`src/rtl/sdram_port_arbiter.sv`:
```
`default_nettype none
// ============================================================================
// Module   : sdram_port_arbiter
// Brief    : Multi-port burst arbiter sharing one SDRAM controller; each port
//            streams through its own frame region with a private address counter.
// Revision : 1.0 - initial release
// ============================================================================
module sdram_port_arbiter #(
    parameter int NUM_PORTS           = 2,
    parameter int PIXEL_BIT_WIDTH     = 16,
    parameter int ADDRESS_WIDTH_SDRAM = 24,
    parameter int BURST_LENGTH_SDRAM  = 8,
    parameter int FRAME_WORDS         = 307200,
    parameter bit ROUND_ROBIN         = 1'b1
) (
    input  logic                                 CLK,
    input  logic                                 RST,
    input  logic [NUM_PORTS-1:0]                 i_req,
    input  logic [NUM_PORTS-1:0]                 i_rw,
    input  logic [NUM_PORTS-1:0]                 i_frame_restart,
    input  logic [NUM_PORTS*PIXEL_BIT_WIDTH-1:0] i_wdata,
    output logic [NUM_PORTS-1:0]                 o_grant,
    output logic [NUM_PORTS-1:0]                 o_wr_ack,
    output logic [NUM_PORTS-1:0]                 o_rd_valid,
    output logic [PIXEL_BIT_WIDTH-1:0]           o_rdata,
    output logic                                 o_busy,
    input  logic                                 i_sdram_busy,
    input  logic                                 i_sdram_valid_wr,
    input  logic                                 i_sdram_valid_rd,
    input  logic [PIXEL_BIT_WIDTH-1:0]           i_sdram_pixel,
    output logic                                 o_sdram_enable,
    output logic                                 o_sdram_read,
    output logic [PIXEL_BIT_WIDTH-1:0]           o_sdram_pixel,
    output logic [ADDRESS_WIDTH_SDRAM-1:0]       o_sdram_addr
);
    localparam int c_IDX_W  = (NUM_PORTS > 1) ? $clog2(NUM_PORTS) : 1;
    localparam int c_OFF_W  = (FRAME_WORDS > 1) ? $clog2(FRAME_WORDS) : 1;
    localparam int c_SUM_W  = c_OFF_W + 1;
    localparam int c_BEAT_W = (BURST_LENGTH_SDRAM > 1) ? $clog2(BURST_LENGTH_SDRAM) : 1;
    localparam logic [c_SUM_W-1:0]             c_FRAME_SUM  = c_SUM_W'(FRAME_WORDS);
    localparam logic [c_SUM_W-1:0]             c_BURST_SUM  = c_SUM_W'(BURST_LENGTH_SDRAM);
    localparam logic [ADDRESS_WIDTH_SDRAM-1:0] c_FRAME_ADDR = ADDRESS_WIDTH_SDRAM'(FRAME_WORDS);
    localparam logic [c_BEAT_W-1:0]            c_LAST_BEAT  = c_BEAT_W'(BURST_LENGTH_SDRAM - 1);
    localparam logic [c_IDX_W-1:0]             c_RR_RESET   = c_IDX_W'(NUM_PORTS - 1);

    generate
        if ((NUM_PORTS < 1) || (NUM_PORTS > 8) ||
            (longint'(NUM_PORTS) * longint'(FRAME_WORDS) > (longint'(1) << ADDRESS_WIDTH_SDRAM))) begin : g_param_check
            $error("sdram_port_arbiter: port count out of range or regions exceed SDRAM address space");
        end
    endgenerate

    typedef enum logic [1:0] {
        S_IDLE  = 2'd0,
        S_ISSUE = 2'd1,
        S_BURST = 2'd2,
        S_DRAIN = 2'd3
    } state_t;

    state_t                   r_state;
    state_t                   w_state_next;
    logic [NUM_PORTS-1:0]     r_grant;
    logic [c_IDX_W-1:0]       r_win_idx;
    logic                     r_rw;
    logic [c_BEAT_W-1:0]      r_beat_cnt;
    logic [c_IDX_W-1:0]       r_rr_ptr;
    logic [c_OFF_W-1:0]       r_offset [NUM_PORTS];
    logic [NUM_PORTS-1:0]     r_restart_pend;
    logic [NUM_PORTS-1:0]     r_rd_valid;
    logic [PIXEL_BIT_WIDTH-1:0] r_rdata;

    logic                     w_win_found;
    logic [c_IDX_W-1:0]       w_win_idx;
    logic                     w_grant_load;
    logic                     w_drain_exit;
    logic                     w_beat;
    logic                     w_issue;
    logic                     w_wr_beat;
    logic                     w_rd_beat;
    logic [c_OFF_W-1:0]       w_cur_off;
    logic [c_SUM_W-1:0]       w_off_sum;
    logic [c_OFF_W-1:0]       w_off_next;

    // Round robin scans starting one past the last winner, wrapping cyclically.
    always_comb begin
        w_win_found = 1'b0;
        w_win_idx   = '0;
        for (int n = 0; n < NUM_PORTS; n++) begin
            int j;
            if (ROUND_ROBIN) begin
                j = int'(r_rr_ptr) + 1 + n;
                if (j >= NUM_PORTS) j = j - NUM_PORTS;
            end else begin
                j = n;
            end
            if (!w_win_found && i_req[j]) begin
                w_win_found = 1'b1;
                w_win_idx   = c_IDX_W'(j);
            end
        end
    end

    always_comb begin
        w_state_next = r_state;
        w_grant_load = 1'b0;
        w_drain_exit = 1'b0;
        w_beat       = 1'b0;
        w_issue      = 1'b0;
        case (r_state)
            S_IDLE: begin
                if (!i_sdram_busy && w_win_found) begin
                    w_grant_load = 1'b1;
                    w_state_next = S_ISSUE;
                end
            end
            S_ISSUE: begin
                w_issue = 1'b1;
                if (i_sdram_busy) w_state_next = S_BURST;
            end
            S_BURST: begin
                w_beat = r_rw ? i_sdram_valid_rd : i_sdram_valid_wr;
                if (w_beat && (r_beat_cnt == c_LAST_BEAT)) w_state_next = S_DRAIN;
            end
            S_DRAIN: begin
                if (!i_sdram_busy) begin
                    w_drain_exit = 1'b1;
                    w_state_next = S_IDLE;
                end
            end
            default: w_state_next = S_IDLE;
        endcase
    end

    always_ff @(posedge CLK) begin
        if (!RST) begin
            r_state    <= S_IDLE;
            r_grant    <= '0;
            r_win_idx  <= '0;
            r_rw       <= 1'b0;
            r_beat_cnt <= '0;
            r_rr_ptr   <= c_RR_RESET;
        end else begin
            r_state <= w_state_next;
            if (w_grant_load) begin
                r_grant    <= NUM_PORTS'(1) << w_win_idx;
                r_win_idx  <= w_win_idx;
                r_rw       <= i_rw[w_win_idx];
                r_beat_cnt <= '0;
                r_rr_ptr   <= w_win_idx;
            end else if (w_drain_exit) begin
                r_grant <= '0;
            end
            if (w_beat) r_beat_cnt <= r_beat_cnt + c_BEAT_W'(1);
        end
    end

    assign w_cur_off  = r_offset[r_win_idx];
    assign w_off_sum  = {1'b0, w_cur_off} + c_BURST_SUM;
    assign w_off_next = (w_off_sum >= c_FRAME_SUM) ? '0 : w_off_sum[c_OFF_W-1:0];

    // A restart on the owning port is deferred so the in-flight burst keeps its address.
    always_ff @(posedge CLK) begin
        if (!RST) begin
            for (int p = 0; p < NUM_PORTS; p++) r_offset[p] <= '0;
            r_restart_pend <= '0;
        end else begin
            for (int p = 0; p < NUM_PORTS; p++) begin
                if (w_drain_exit && r_grant[p]) begin
                    r_offset[p]       <= (r_restart_pend[p] || i_frame_restart[p]) ? '0 : w_off_next;
                    r_restart_pend[p] <= 1'b0;
                end else if (i_frame_restart[p]) begin
                    if (r_grant[p]) r_restart_pend[p] <= 1'b1;
                    else            r_offset[p]       <= '0;
                end
            end
        end
    end

    assign w_wr_beat = (r_state == S_BURST) && !r_rw && i_sdram_valid_wr;
    assign w_rd_beat = (r_state == S_BURST) &&  r_rw && i_sdram_valid_rd;

    always_ff @(posedge CLK) begin
        if (!RST) begin
            r_rdata    <= '0;
            r_rd_valid <= '0;
        end else begin
            r_rdata    <= i_sdram_pixel;
            r_rd_valid <= r_grant & {NUM_PORTS{w_rd_beat}};
        end
    end

    assign o_grant        = r_grant;
    assign o_busy         = (r_state != S_IDLE);
    assign o_wr_ack       = r_grant & {NUM_PORTS{w_wr_beat}};
    assign o_rd_valid     = r_rd_valid;
    assign o_rdata        = r_rdata;
    assign o_sdram_enable = w_issue;
    assign o_sdram_read   = w_issue & r_rw;
    assign o_sdram_addr   = w_issue ? (ADDRESS_WIDTH_SDRAM'(r_win_idx) * c_FRAME_ADDR
                                       + ADDRESS_WIDTH_SDRAM'(w_cur_off)) : '0;
    assign o_sdram_pixel  = (|r_grant) ?
                            i_wdata[int'(r_win_idx)*PIXEL_BIT_WIDTH +: PIXEL_BIT_WIDTH] : '0;

endmodule
`default_nettype wire

```
`config.mk`:
```
export PLATFORM = sky130hd
export DESIGN_NAME = sdram_port_arbiter
export DESIGN_NICKNAME = d
export VERILOG_FILES = /design/src/rtl/sdram_port_arbiter.sv
export SDC_FILE = /design/constraint.sdc
export NUM_CORES = 1
export LEC_CHECK = 0
export ABC_AREA = 0
export BUFFER_PORTS_ARGS = -buffer_cell sky130_fd_sc_hd__buf_4
export CORE_MARGIN = 2
export CORE_UTILIZATION = 30
export DETAILED_ROUTE_END_ITERATION = 7
export PLACE_DENSITY = 0.62
export SLEW_MARGIN = 20
export SYNTH_ARGS = -nofsm -noshare
export SYNTH_HDL_FRONTEND = slang
export SYNTH_SLANG_ARGS = --single-unit
```
`constraint.sdc`:
```
create_clock -name CLK -period 5.94 [get_ports CLK]
set_input_delay 0.297 -clock CLK [delete_from_list [all_inputs] [get_ports CLK]]
set_output_delay 0.297 -clock CLK [all_outputs]
set_load 0.02 [all_outputs]
```
Word level (Yosys, flattened, before mapping)
Memories as Yosys holds them, arrays and structs flattened. A register that Yosys moved wholly into a read port is not among the register bits.
Index checks and enable logic that the tools add are counted.
- logic and storage cells: 125
- register bits: 30
- memories: 1
- memory bits (writable): 38
- mux-type cells: 58
- bitwise gates (word level): 8
- equality and inequality tests: 8
- order comparisons: 6
- $mul: 1
- reductions and logical operators: 24
- shift-type cells: 2
- add/subtract/negate cells: 7
- memories (name ; words ; bits a word ; read ports ; clocked after Yosys merged registers in ; write ports ; line ; RTL):
    r_offset ; 2 ; 19 ; 1 ; 1 ; 2 ; 67 ; logic [c_OFF_W-1:0] r_offset [NUM_PORTS];
- operators by type and width (cell ; number):
    19-bit 2-to-1 mux ; 7
    32-bit by 3-bit less-than comparator with 1-bit output (second input constant) ; 2
    32-bit 2-to-1 mux ; 2
    1-bit 2-to-1 mux ; 38
    32-bit by 3-bit greater-or-equal comparator with 1-bit output (second input constant) ; 1
    32-bit by 6-bit indexed part select with 16-bit output ; 1
    32-bit by 3-bit subtractor with 32-bit output (second input constant) ; 1
    20-bit by 19-bit adder with 21-bit output ; 1
    21-bit 2-to-1 mux ; 1
    19-bit by 4-bit adder with 20-bit output (second input constant) ; 1
    20-bit by 19-bit greater-or-equal comparator with 1-bit output (second input constant) ; 1
    16-bit 2-to-1 mux ; 1
    2-bit 2-to-1 mux ; 6
    1-bit logical AND ; 9
    1-bit by 7-bit multiplier with 8-bit output (second input constant) ; 1
    2-bit inequality test (second input constant) ; 4
    2-bit one-hot mux with 4 select lines ; 1
    3-bit 2-to-1 mux ; 2
    2-bit nonzero test ; 3
    2-bit OR reduction ; 3
    2-bit bitwise AND ; 2
    2-bit == test (second input constant) ; 2
    1-bit bitwise OR ; 4
    2-bit AND reduction ; 2
    15 further kinds ; 18

Longest topological paths before layout
Gate-level depths: netlist of the first run.
- depth after elaboration: 15
- depth in mapped cells: 14
- mapped depth without buffers: 10

Least setup slack after synthesis of the first run
OpenSTA, ideal clock, no wires.
- path type: reg-to-reg
- start point: register with a tool-made name
- end point: memory r_offset[0][15] in the netlist's numbering (data pin)
- setup slack: 2.820 ns
- stages on the path, launching flop included: 15
- clock period less this slack: 3.120 ns
- data required time: 5.682 ns
- data arrival time: 2.863 ns
- setup time: 0.258 ns
- path through: dfxtp_1 > buf_6 > buf_4 > clkbuf_1 > mux2_2 > ha_1 > nand4_1 > a22oi_2 > and3_1 > a31oi_1 > o221ai_2 > nand2_2 > nand3_4 > buf_4 > nor2_1
- RTL lines (item ; line):
    to (decl) ; 67

==> results of run 1 <==
==> routing by layer <==
layer,vias to the layer above,wire [µm]
met5,-,0
met4,0,249
met3,19,759
met2,134,5520
met1,1645,4250
li1,1721,-
==> layout by cell type, fill, tap and decap left out, types with 6 or more instances in the layout <==
| cell type | Yosys | layout |
|---|---|---|
| sky130_fd_sc_hd__buf_4 | 6 | 121 |
| sky130_fd_sc_hd__nor2_1 | 54 | 52 |
| sky130_fd_sc_hd__dfxtp_1 | 50 | 50 |
| sky130_fd_sc_hd__nand2_1 | 38 | 38 |
| sky130_fd_sc_hd__and2_1 | 31 | 31 |
| sky130_fd_sc_hd__mux2i_1 | 29 | 29 |
| sky130_fd_sc_hd__edfxtp_1 | 19 | 19 |
| sky130_fd_sc_hd__inv_1 | 16 | 16 |
| sky130_fd_sc_hd__nor2b_1 | 16 | 16 |
| sky130_fd_sc_hd__xnor2_1 | 12 | 12 |
| sky130_fd_sc_hd__ha_1 | 11 | 11 |
| sky130_fd_sc_hd__o21ai_1 | 10 | 10 |
| sky130_fd_sc_hd__a21oi_1 | 9 | 9 |
| sky130_fd_sc_hd__o21ai_0 | 9 | 9 |
| sky130_fd_sc_hd__clkbuf_16 | 0 | 9 |
| sky130_fd_sc_hd__a21boi_0 | 8 | 8 |
| sky130_fd_sc_hd__mux2_2 | 7 | 7 |
| sky130_fd_sc_hd__xor2_1 | 7 | 7 |
| sky130_fd_sc_hd__nand3_1 | 6 | 6 |
==> worst max-delay path by stage <==
stage | start | slack [ns] | cells past startpoint | to
after floorplan | flip-flop | 2.82 | 14 | r_offset[0][15]$_SDFFCE_PP0P_
after global placement | flip-flop | 2.69 | 10 | r_offset[1][11]$_SDFFE_PP0P_
after CTS | flip-flop | 2.32 | 7 | o_sdram_addr[18]
final | flip-flop | 2.35 | 7 | o_sdram_addr[18]
after detailed placement | flip-flop | 2.58 | 10 | r_offset[0][6]$_SDFFCE_PP0P_
after global routing | flip-flop | 2.16 | 7 | o_sdram_addr[18]
==> state kept, by name, summed over array words and instances (netlist names), named ones only <==
signal / cells
r_rw: 1
o_rdata: 16
o_grant: 2
r_beat_cnt: 3
o_rd_valid: 2
r_restart_pend: 2
r_state: 2
r_offset: 38
r_win_idx: 1
r_rr_ptr: 1
==> stage by stage <==
step,hold slack (ns),instances,utilization [%],setup WS (ns),cell area [µm²]
finish,0.164,726,40.6,2.35,5340
global route,0.163,726,40.6,2.16,5340
CTS,0.157,726,40.6,2.32,5330
detailed placement,0.457,710,38.3,2.58,5030
global placement,0.439,710,38.3,2.69,5030
floorplan,0.424,434,-,2.82,4030
==> synthesized netlist by cell type, types with 2 or more instances <==
cell                        n  share of area, %
sky130_fd_sc_hd__nand2b_1   3              0.47
sky130_fd_sc_hd__nand4_4    2               1.1
sky130_fd_sc_hd__dfxtp_1   50                25
sky130_fd_sc_hd__o211a_1    2              0.50
sky130_fd_sc_hd__mux2i_1   29               7.2
sky130_fd_sc_hd__mux2_2     7               2.0
sky130_fd_sc_hd__clkbuf_1  12               1.1
sky130_fd_sc_hd__and2_1    31               4.8
sky130_fd_sc_hd__edfxtp_1  19                14
sky130_fd_sc_hd__o21bai_1   2              0.37
sky130_fd_sc_hd__and3_1     5              0.78
sky130_fd_sc_hd__ha_1      11               3.4
sky130_fd_sc_hd__o21ai_0    9               1.1
sky130_fd_sc_hd__nand3_1    6              0.75
sky130_fd_sc_hd__nand4_1    4              0.62
sky130_fd_sc_hd__nand2_1   38               3.6
sky130_fd_sc_hd__xor2_1     7               1.5
sky130_fd_sc_hd__inv_1     16               1.5
sky130_fd_sc_hd__a21oi_1    9               1.1
sky130_fd_sc_hd__or2_2      3              0.47
sky130_fd_sc_hd__nand4b_1   5               1.1
sky130_fd_sc_hd__a21boi_0   8               1.5
sky130_fd_sc_hd__a22o_1     4              0.87
sky130_fd_sc_hd__nor2b_1   16               2.5
sky130_fd_sc_hd__buf_6      2              0.56
sky130_fd_sc_hd__nor2_1    54               5.0
sky130_fd_sc_hd__o21ai_1   10               1.2
sky130_fd_sc_hd__o311ai_1   3              0.65
sky130_fd_sc_hd__buf_4      6               1.1
sky130_fd_sc_hd__nor3_1     3              0.37
sky130_fd_sc_hd__a32oi_1    2              0.44
sky130_fd_sc_hd__or3_1      2              0.31
sky130_fd_sc_hd__a22oi_1    2              0.37
sky130_fd_sc_hd__a31oi_1    4              0.62
sky130_fd_sc_hd__a21o_1     2              0.37
sky130_fd_sc_hd__xnor2_1   12               2.6
==> cell type report <==
| class | count | area (µm²) | share of cell area [%] |
|---|---|---|---|
| well taps | 176 | 220 | 4.13 |
| repair buffers | 121 | 908 | 17.0 |
| clock buffers | 9 | 225 | 4.22 |
| multi-input cells | 327 | 2270 | 42.5 |
| inverters | 17 | 63.8 | 1.20 |
| clock inverters | 7 | 77.6 | 1.45 |
| flip-flops and latches | 69 | 1570 | 29.4 |
==> cells by family (layout without fill, tap and decap cells) <==
logic type / after synthesis / count (layout) / share of synthesized area, %
XOR/XNOR: 19 / 19 / 4.14
AO/OA/AOI/OAI: 72 / 72 / 13.8
multiplexers: 37 / 37 / 9.53
adder cells (fa/ha/maj): 12 / 12 / 3.92
flip-flops: 69 / 69 / 39.1
other: 1 / 4 / 0.0933
buffers and inverters: 38 / 154 / 4.76
AND/OR/NAND/NOR: 183 / 183 / 24.6
==> power breakdown <==
part | switching, mW | internal [mW] | leakage [nW]
logic | 0.254 | 0.189 | 1.46
clock network | 0.214 | 0.330 | 0.152
registers | 0.0316 | 0.518 | 0.618
total | 0.499 | 1.04 | 2.23
==> metrics.log, run 1 <==
INFO  metric status = completed
INFO  metric drt_pre_antenna_iters = 4
INFO  metric die_h = 120 µm
INFO  metric numCtsBuffers = 9
INFO  metric grt-busiest-layer = met2
INFO  metric antenna_violations_before_repair = 0
INFO  metric power.ir.vdd_worst = 164 µV
INFO  metric power.density_cell_area = 288 nW/µm²
INFO  metric wire_length_of_the_first_global_routing_pass = 17400 µm
INFO  metric finalWeightedCongestion = 0.832
INFO  metric grt_start_max_net_pins = 36
INFO  metric worstPathBufferInverterCount = 3
INFO  metric tritoncts = built
INFO  metric worst_setup_path_end_kind = primary output
INFO  metric regToRegSetupSlack = 2.55 ns
INFO  metric post-route-drc-count = 0
INFO  metric setup_repair_after_global_routing_missed_its_margin = no
INFO  metric synthFlopType = sky130_fd_sc_hd__dfxtp_1
INFO  metric cts_hold_repair.buffers = 0
INFO  metric timing.critical_path.arrival = 3.29 ns
INFO  metric crit_path_max_incr_delay = 0.87 ns
INFO  metric period_share = 60.4%
INFO  metric postSynthAreaPerCell = 9.32 µm²
INFO  metric hold_class = input pin to flip-flop
INFO  metric hold_end = o_rdata[11]$_SDFF_PN0_
INFO  metric cts.sink_count = 69
INFO  metric layout_min_cycle_time = 3.59 ns
INFO  metric core_area = 13100 µm²
INFO  metric crit_fanout = 25
INFO  metric total_leakage_power = 2.23 nW
INFO  metric cts_setup_buffers = 0
INFO  metric clock-root-buffer = sky130_fd_sc_hd__clkbuf_16
INFO  metric detailedPlacementHpwl = 8170 µm
INFO  metric nets = 616
INFO  metric syn-instance-count = 431
INFO  metric timing.setup.tns = 0 ns
INFO  metric io_buffers = 119
INFO  metric timing.hold.worst_path_depth = 2
INFO  metric timing.max_cap.violations = 0
INFO  metric synth-warning-count = 0
INFO  metric critical_path.cell_chain = buf_4 -> mux2i_1 -> inv_1 -> ha_1 -> or3_1 -> a21boi_0 -> buf_4
INFO  metric worst-r2r-cell-count = 10
INFO  metric path_common_cell = sky130_fd_sc_hd__buf_4
INFO  metric netlist-cell-type-count = 67
INFO  metric critical_path.top_delay_family = flip-flops
INFO  metric cts_resized = 0
INFO  metric grt_use_met1 = 17.0%
INFO  metric critical-path-slowest-cell = sky130_fd_sc_hd__dfxtp_1
INFO  metric globalRouteMet2Util = 27.6%
INFO  metric die_area = 14300 µm²
INFO  metric worstPathRequired = 5.64 ns
INFO  metric worst_clock_skew = 0.0117 ns
INFO  metric nFillCells = 1311
INFO  metric grt.met3_usage = 4.18%
INFO  metric worst_skew_pair.late_latency = 0.34 ns
INFO  metric sequential_fraction_of_the_synthesis_area = 39.1%
INFO  metric via_count = 3519
INFO  metric startpoint_type = flip-flop
INFO  metric routed_wl = 10800 µm
INFO  metric gr-usage-all-layers = 15.3%
INFO  metric first_global_vias = 3614
INFO  metric grt_overflow_total = 0
INFO  metric max_slew.worst_pin.slew = 0.865 ns
INFO  metric critical_path_class = flip-flop to primary output
INFO  metric clock_path_buffers = 2
INFO  metric antenna_cells = 0
INFO  metric initial_core_util = 30.6%
INFO  metric htreeDepth = 3
INFO  metric layout-drive-gt1-share = 30.5%
INFO  metric report.final.slew_viol_count = 0
INFO  metric fmax = 279 MHz
INFO  metric fp-row-count = 42
INFO  metric ioPinCount = 124
INFO  metric syn-cell-area = 4020 µm²
INFO  metric die_w = 120 µm
INFO  metric synthArstFlopShare = 0%
INFO  metric hold_viol_final = 0
INFO  metric drt_first_iter_violations = 188
INFO  metric reg2reg_to = r_offset[1][11]$_SDFFE_PP0P_
INFO  metric holdCritStartpoint = i_sdram_pixel[11]
INFO  metric clk_pin_slew = 0.06 ns
INFO  metric setup_viol_count_final = 0
INFO  metric final_antenna_net_count = 0
INFO  metric avgRoutedWirePerCell = 14.8 µm
INFO  metric drt-vias-per-instance = 4.85
INFO  metric worst_slew_margin_rel = 42.4%
INFO  metric power = 1.54 mW
INFO  metric area_growth_syn_to_layout = 32.9%
INFO  metric synth_seq_cells = 69
INFO  metric synth_edf_count = 19
Power figures use the tool's default switching activity.
==> run 2, diff against run 1 <==
--- a/config.mk
+++ b/config.mk
@@ -10,7 +10,7 @@
 export CORE_MARGIN = 2
 export CORE_UTILIZATION = 30
 export DETAILED_ROUTE_END_ITERATION = 7
-export PLACE_DENSITY = 0.62
+export PLACE_DENSITY = 0.63
 export SLEW_MARGIN = 20
 export SYNTH_ARGS = -nofsm -noshare
 export SYNTH_HDL_FRONTEND = slang
==> constraint.sdc (replaced) <==
create_clock -name CLK -period 3.2 [get_ports CLK]
set_input_delay 0.16 -clock CLK [delete_from_list [all_inputs] [get_ports CLK]]
set_output_delay 0.16 -clock CLK [all_outputs]
set_load 0.02 [all_outputs]
==> run 2 against run 1 <==
Compared with the run above: via count fell by 0.23%; critical endpoint is now o_sdram_addr[17]; worst setup slack worse by 2.2 ns; highest routed layer unchanged; largest cell class unchanged; cell area rose by 1.4%.
==> metrics.log, run 2 (synthesis results as in run 1) <==
INFO  metric avgRoutedWirePerCell = 14.0 µm
INFO  metric drt_first_iter_violations = 188
INFO  metric critical_path_class = flip-flop to primary output
INFO  metric worst_setup_path_end_kind = primary output
INFO  metric setup_viol_count_final = 0
INFO  metric die_h = 120 µm
INFO  metric max_slew.worst_pin.slew = 0.893 ns
INFO  metric power = 2.96 mW
INFO  metric hold_viol_final = 0
INFO  metric final_cell_mix = 124 x sky130_fd_sc_hd__buf_4, 54 x sky130_fd_sc_hd__nor2_1, 49 x sky130_fd_sc_hd__dfxtp_1
INFO  metric cts_setup_buffers = 0
INFO  metric crit_fanout = 43
INFO  metric htreeDepth = 3
INFO  metric core_area = 13100 µm²
INFO  metric worst_slew_margin_rel = 40.4%
INFO  metric area_growth_syn_to_layout = 34.7%
INFO  metric hold_class = input pin to flip-flop
INFO  metric pwr-share-comb = 28.0%
INFO  metric grt_start_max_net_pins = 44
INFO  metric seq_power_share = 34.3%
INFO  metric power.ir.vdd_worst = 249 µV
INFO  metric clock-root-buffer = sky130_fd_sc_hd__clkbuf_16
INFO  metric antenna_violations_before_repair = 0
INFO  metric drt_pre_antenna_iters = 4
INFO  metric worstPathRequired = 3.04 ns
INFO  metric die_w = 120 µm
INFO  metric tritoncts = built
INFO  metric fp-row-count = 42
INFO  metric intPower = 2.06 mW
INFO  metric startpoint_type = flip-flop
INFO  metric numCtsBuffers = 9
INFO  metric period_share = 94.4%
INFO  metric first_global_vias = 3522
INFO  metric power.density_cell_area = 546 nW/µm²
INFO  metric die_area = 14300 µm²
INFO  metric post-route-drc-count = 0
INFO  metric finalWeightedCongestion = 0.852
INFO  metric layout-drive-gt1-share = 30.9%
INFO  metric timing.max_cap.violations = 0
INFO  metric timing.critical_path.arrival = 2.86 ns
INFO  metric seq_area = 1570 µm²
INFO  metric swShare = 30.3%
INFO  metric status = completed
INFO  metric worst_clock_skew = 0.00551 ns
INFO  metric final_antenna_net_count = 0
INFO  metric report.final.slew_viol_count = 0
INFO  metric fmax = 331 MHz
INFO  metric p_clk_share = 37.7%
INFO  metric nets = 620
INFO  metric via_count = 3511
INFO  metric cts_hold_repair.buffers = 0
INFO  metric wire_length_of_the_first_global_routing_pass = 16500 µm
INFO  metric clk_pin_slew = 0.06 ns
INFO  metric cts.sink_count = 69
INFO  metric grt_overflow_total = 0
INFO  metric register_with_the_highest_flop_count = r_offset
INFO  metric drt-vias-per-instance = 4.81
INFO  metric clock_path_buffers = 2
INFO  metric detailedPlacementHpwl = 7700 µm
INFO  metric largest_register_ffs = 38
INFO  metric cts_resized = 0
INFO  metric multiInputGateArea = 2270 µm²
INFO  metric leading_cell_type_in_the_layout_fill_and_taps_excluded = sky130_fd_sc_hd__buf_4
INFO  metric ioPinCount = 124
INFO  metric io_buffers = 119
INFO  metric initial_core_util = 30.6%
INFO  metric setup_repair_after_global_routing_missed_its_margin = no
INFO  metric antenna_cells = 0
INFO  metric total_leakage_power = 2.27 nW
INFO  metric nFillCells = 1317
INFO  metric routed_wl = 10200 µm
INFO  metric p_switching = 0.896 mW
INFO  metric layout_min_cycle_time = 3.02 ns
INFO  metric gr-usage-all-layers = 14.4%
INFO  metric timing.setup.tns = 0 ns
INFO  metric worst_skew_pair.late_latency = 0.33 ns
-- run 2: cell count changes in the layout (fill, tap and decap cells not counted), sizes merged --
| cell | before | now |
|---|---|---|
| clkbuf | 9 | 13 |
| inv | 21 | 17 |
| buf | 121 | 125 |
-- run 2: layout make-up --
type | count | area share (%)
clock buffer | 13 | 5.59
clock inverter | 3 | 0.832
inverter | 17 | 1.18
multi-input combinational | 327 | 41.9
sequential | 69 | 29.1
tap | 176 | 4.07
timing repair buffer | 125 | 17.4
-- run 2: path summary, 6_finish.rpt --
path | start | to | slack (ns) | depth (start not counted)
max reg2reg | r_offset[1][3]$_SDFFE_PP0P_ | r_offset[1][2]$_SDFFE_PP0P_ | 0.37 | 10
min | i_sdram_pixel[9] | o_rdata[9]$_SDFF_PN0_ | 0.03 | 2
min reg2reg | r_offset[1][18]$_SDFFE_PP0P_ | r_offset[1][18]$_SDFFE_PP0P_ | 0.45 | 2
max | flip-flop | o_sdram_addr[17] | 0.18 | 9
-- run 2: per-stage QoR --
stage               hold WS [ns]  util (%)  setup WS (ns)  instances  cell area, µm²
global placement           0.368      38.5          0.475        714            5060
finish                    0.0302      41.2          0.181        730            5410
CTS                       0.0211      41.2         0.0492        730            5410
floorplan                  0.287         -         0.0797        434            4030
detailed placement         0.371      38.5          0.390        714            5060
global route              0.0256      41.2         0.0592        730            5410
-- run 2: layer usage --
| metal | track usage, % | up-vias | wire (µm) |
|---|---|---|---|
| li1 | - | 1724 | - |
| met1 | 16.2 | 1644 | 4120 |
| met2 | 26.2 | 131 | 5230 |
| met3 | 3.99 | 12 | 749 |
| met4 | 4.34 | 0 | 125 |
| met5 | 0 | - | 0 |
-- run 2: power groups by stage --
stage | Clock (mW) | Sequential [mW] | Combinational (mW)
global route | 1.18 | 1.02 | 0.908
finish | 1.12 | 1.01 | 0.828
detailed placement | 0 | 1.03 | 0.835
CTS | 1.14 | 1.01 | 0.839
global placement | 0 | 1.03 | 0.822
floorplan | 0 | 1.04 | 0.519
-- run 2: critical path, stage by stage (launching register included) --
cell and delay [ns]:
sky130_fd_sc_hd__dfxtp_2 0.35, sky130_fd_sc_hd__buf_6 0.34, sky130_fd_sc_hd__mux2_2 0.48, sky130_fd_sc_hd__ha_1 0.30, sky130_fd_sc_hd__a21oi_1 0.05, sky130_fd_sc_hd__nor2_1 0.16, sky130_fd_sc_hd__a21oi_1 0.12, sky130_fd_sc_hd__or3_1 0.38
sky130_fd_sc_hd__and3_1 0.17, sky130_fd_sc_hd__buf_4 0.15
==> run 3, diff against run 2 <==
--- a/config.mk
+++ b/config.mk
@@ -7,10 +7,12 @@
 export LEC_CHECK = 0
 export ABC_AREA = 0
 export BUFFER_PORTS_ARGS = -buffer_cell sky130_fd_sc_hd__buf_4
+export CELL_PAD_IN_SITES_DETAIL_PLACEMENT = 1
+export CELL_PAD_IN_SITES_GLOBAL_PLACEMENT = 1
 export CORE_MARGIN = 2
 export CORE_UTILIZATION = 30
 export DETAILED_ROUTE_END_ITERATION = 7
-export PLACE_DENSITY = 0.63
+export PLACE_DENSITY = 0.78
 export SLEW_MARGIN = 20
 export SYNTH_ARGS = -nofsm -noshare
 export SYNTH_HDL_FRONTEND = slang
==> run 3 against run 2 <==
Compared with the run above: final cell count down 0.27%; worst hold slack better by 0.0041 ns; sequential share of layout area up 0.30 points; first-iteration DRC count down 62%; utilization down 0.42 points; global-route usage up 2.3 points; sequential power about the same; flip-flop and latch count unchanged; clock-buffer cell count down 1.
==> metrics.log, run 3 (synthesis results as in run 1) <==
INFO  metric status = completed
INFO  metric tritoncts = built
INFO  metric drt_first_iter_violations = 72
INFO  metric drt_pre_antenna_iters = 4
INFO  metric worstPathBufferInverterCount = 2
INFO  metric placed_cells = 714
INFO  metric timing.critical_path.arrival = 2.81 ns
INFO  metric fmax = 336 MHz
INFO  metric avgRoutedWirePerCell = 15.9 µm
INFO  metric critical_path.top_delay_family = adder cells
INFO  metric crit_fanout = 42
INFO  metric power.ir.vdd_worst = 286 µV
INFO  metric timing.setup.tns = 0 ns
INFO  metric critical-path-slowest-cell = sky130_fd_sc_hd__mux2_2
INFO  metric clk_pin_slew = 0.06 ns
INFO  metric worst_clock_skew = 0.0106 ns
INFO  metric die_w = 120 µm
INFO  metric core_area = 13100 µm²
INFO  metric cts.sink_count = 69
INFO  metric worstPathRequired = 3.04 ns
INFO  metric cts_setup_buffers = 0
INFO  metric drt-vias-per-instance = 4.92
INFO  metric grt_start_max_net_pins = 43
INFO  metric fp-row-count = 42
INFO  metric post-route-drc-count = 0
INFO  metric design_area = 5360 µm²
INFO  metric die_area = 14300 µm²
INFO  metric first_global_vias = 3978
INFO  metric htreeDepth = 3
INFO  metric antenna_violations_before_repair = 0
INFO  metric critical_path_class = flip-flop to primary output
INFO  metric total_leakage_power = 2.24 nW
INFO  metric timing.hold.worst_path_depth = 2
INFO  metric startpoint_type = flip-flop
INFO  metric io_buffers = 119
INFO  metric regToRegSetupSlack = 0.34 ns
INFO  metric power.density_cell_area = 527 nW/µm²
INFO  metric globalRouteMet2Util = 32.1%
INFO  metric register_with_the_highest_flop_count = r_offset
INFO  metric grt-busiest-layer = met2
INFO  metric hold_end = o_rdata[6]$_SDFF_PN0_
INFO  metric worst-r2r-cell-count = 10
INFO  metric crit_path_max_incr_delay = 0.44 ns
INFO  metric grt_use_met1 = 17.2%
INFO  metric layout.core_utilization = 40.8%
INFO  metric grt.met3_usage = 4.99%
INFO  metric max_slew.worst_pin.slew = 0.891 ns
INFO  metric critical_path.cell_chain = buf_12 -> mux2_2 -> ha_1 -> fa_1 -> a31oi_1 -> o21ai_0 -> a21boi_0 -> buf_4
INFO  metric wire_length_of_the_first_global_routing_pass = 18900 µm
INFO  metric numCtsBuffers = 9
INFO  metric timing.max_cap.violations = 0
INFO  metric gr-usage-all-layers = 16.7%
INFO  metric via_count = 3584
INFO  metric preCtsSetupSlack = 0.377 ns
INFO  metric setup_viol_count_final = 0
INFO  metric leading_cell_type_in_the_layout_fill_and_taps_excluded = sky130_fd_sc_hd__buf_4
INFO  metric cts_resized = 0
INFO  metric period_share = 92.9%
INFO  metric setup_repair_after_global_routing_missed_its_margin = no
INFO  metric final_cell_mix = 124 x sky130_fd_sc_hd__buf_4, 53 x sky130_fd_sc_hd__nor2_1, 49 x sky130_fd_sc_hd__dfxtp_1
INFO  metric area_growth_syn_to_layout = 33.4%
INFO  metric holdCritStartpoint = i_sdram_pixel[6]
INFO  metric reg2reg_to = r_offset[0][13]$_SDFFCE_PP0P_
INFO  metric worst_slew_margin_rel = 40.1%
INFO  metric final_antenna_net_count = 0
INFO  metric hold_class = input pin to flip-flop
INFO  metric cts_hold_repair.buffers = 0
INFO  metric worst_skew_pair.late_latency = 0.34 ns
INFO  metric detailedPlacementHpwl = 8680 µm
INFO  metric worst_setup_path_end_kind = primary output
INFO  metric ioPinCount = 124
INFO  metric clock_path_buffers = 2
INFO  metric layout_min_cycle_time = 2.97 ns
INFO  metric grt_overflow_total = 0
INFO  metric layout-drive-gt1-share = 30.4%
INFO  metric clock-root-buffer = sky130_fd_sc_hd__clkbuf_16
INFO  metric initial_core_util = 30.6%
INFO  metric place_area = 5070 µm²
INFO  metric die_h = 120 µm
INFO  metric hold_viol_final = 0
INFO  metric nets = 620
INFO  metric final.setup.worst_slack = 0.226 ns
INFO  metric largest_register_ffs = 38
INFO  metric report.final.slew_viol_count = 0
INFO  metric antenna_cells = 0
INFO  metric routed_wl = 11600 µm
INFO  metric finalWeightedCongestion = 0.813
INFO  metric final_cells = 728
run 3: cell count changes in the layout (fill, tap and decap cells not counted), sizes merged:
cell,delta
clkbuf,-1
inv,-1
run 3: report_power, final:
| group | internal, mW | switching [mW] |
|---|---|---|
| Combinational | 0.358 | 0.484 |
| Sequential | 0.962 | 0.0550 |
| Clock | 0.614 | 0.348 |
run 3: per-stage QoR:
step	hold WS, ns	total power, mW
2_1_floorplan	0.287	1.55
3_3_place_gp	0.368	1.86
3_5_place_dp	0.373	1.88
4_1_cts	0.0206	2.86
5_1_grt	0.0280	2.97
6_report	0.0343	2.82
run 3: how the worst max path moves through the flow:
| stage | slack [ns] | end | startpoint | cells after the start |
|---|---|---|---|---|
| 2_1_floorplan | 0.08 | r_offset[0][15]$_SDFFCE_PP0P_ | flip-flop | 14 |
| 3_3_place_gp | 0.53 | r_offset[1][11]$_SDFFE_PP0P_ | flip-flop | 10 |
| 3_5_place_dp | 0.38 | r_offset[1][11]$_SDFFE_PP0P_ | flip-flop | 10 |
| 4_1_cts | 0.18 | o_sdram_addr[18] | flip-flop | 8 |
| 5_1_grt | 0.03 | o_sdram_addr[18] | flip-flop | 8 |
| 6_report | 0.23 | o_sdram_addr[18] | flip-flop | 8 |
run 3: worst reg2reg max path: stages, from the launching register on:
cell	delay, ns
sky130_fd_sc_hd__dfxtp_2	0.35
sky130_fd_sc_hd__mux2_2	0.28
sky130_fd_sc_hd__ha_1	0.26
sky130_fd_sc_hd__nand4_1	0.24
sky130_fd_sc_hd__a22oi_2	0.37
sky130_fd_sc_hd__nand4b_1	0.17
sky130_fd_sc_hd__a211oi_2	0.28
sky130_fd_sc_hd__o221ai_2	0.17
sky130_fd_sc_hd__nand2_2	0.13
sky130_fd_sc_hd__nand3_4	0.23
sky130_fd_sc_hd__nor2_1	0.22
run 3: final cells by class:
class / count / area, µm²
fill: 1524 / 7780
multi-input combinational: 327 / 2270
sequential: 69 / 1570
timing repair buffer: 125 / 951
clock buffer: 12 / 246
tap: 176 / 220
inverter: 17 / 63.8
clock inverter: 2 / 35.0
run 3: layer usage:
metal,vias up,share of wire [%]
met5,-,0
met3,11,5.9
met2,106,54
met4,0,1.5
li1,1725,-
met1,1742,39
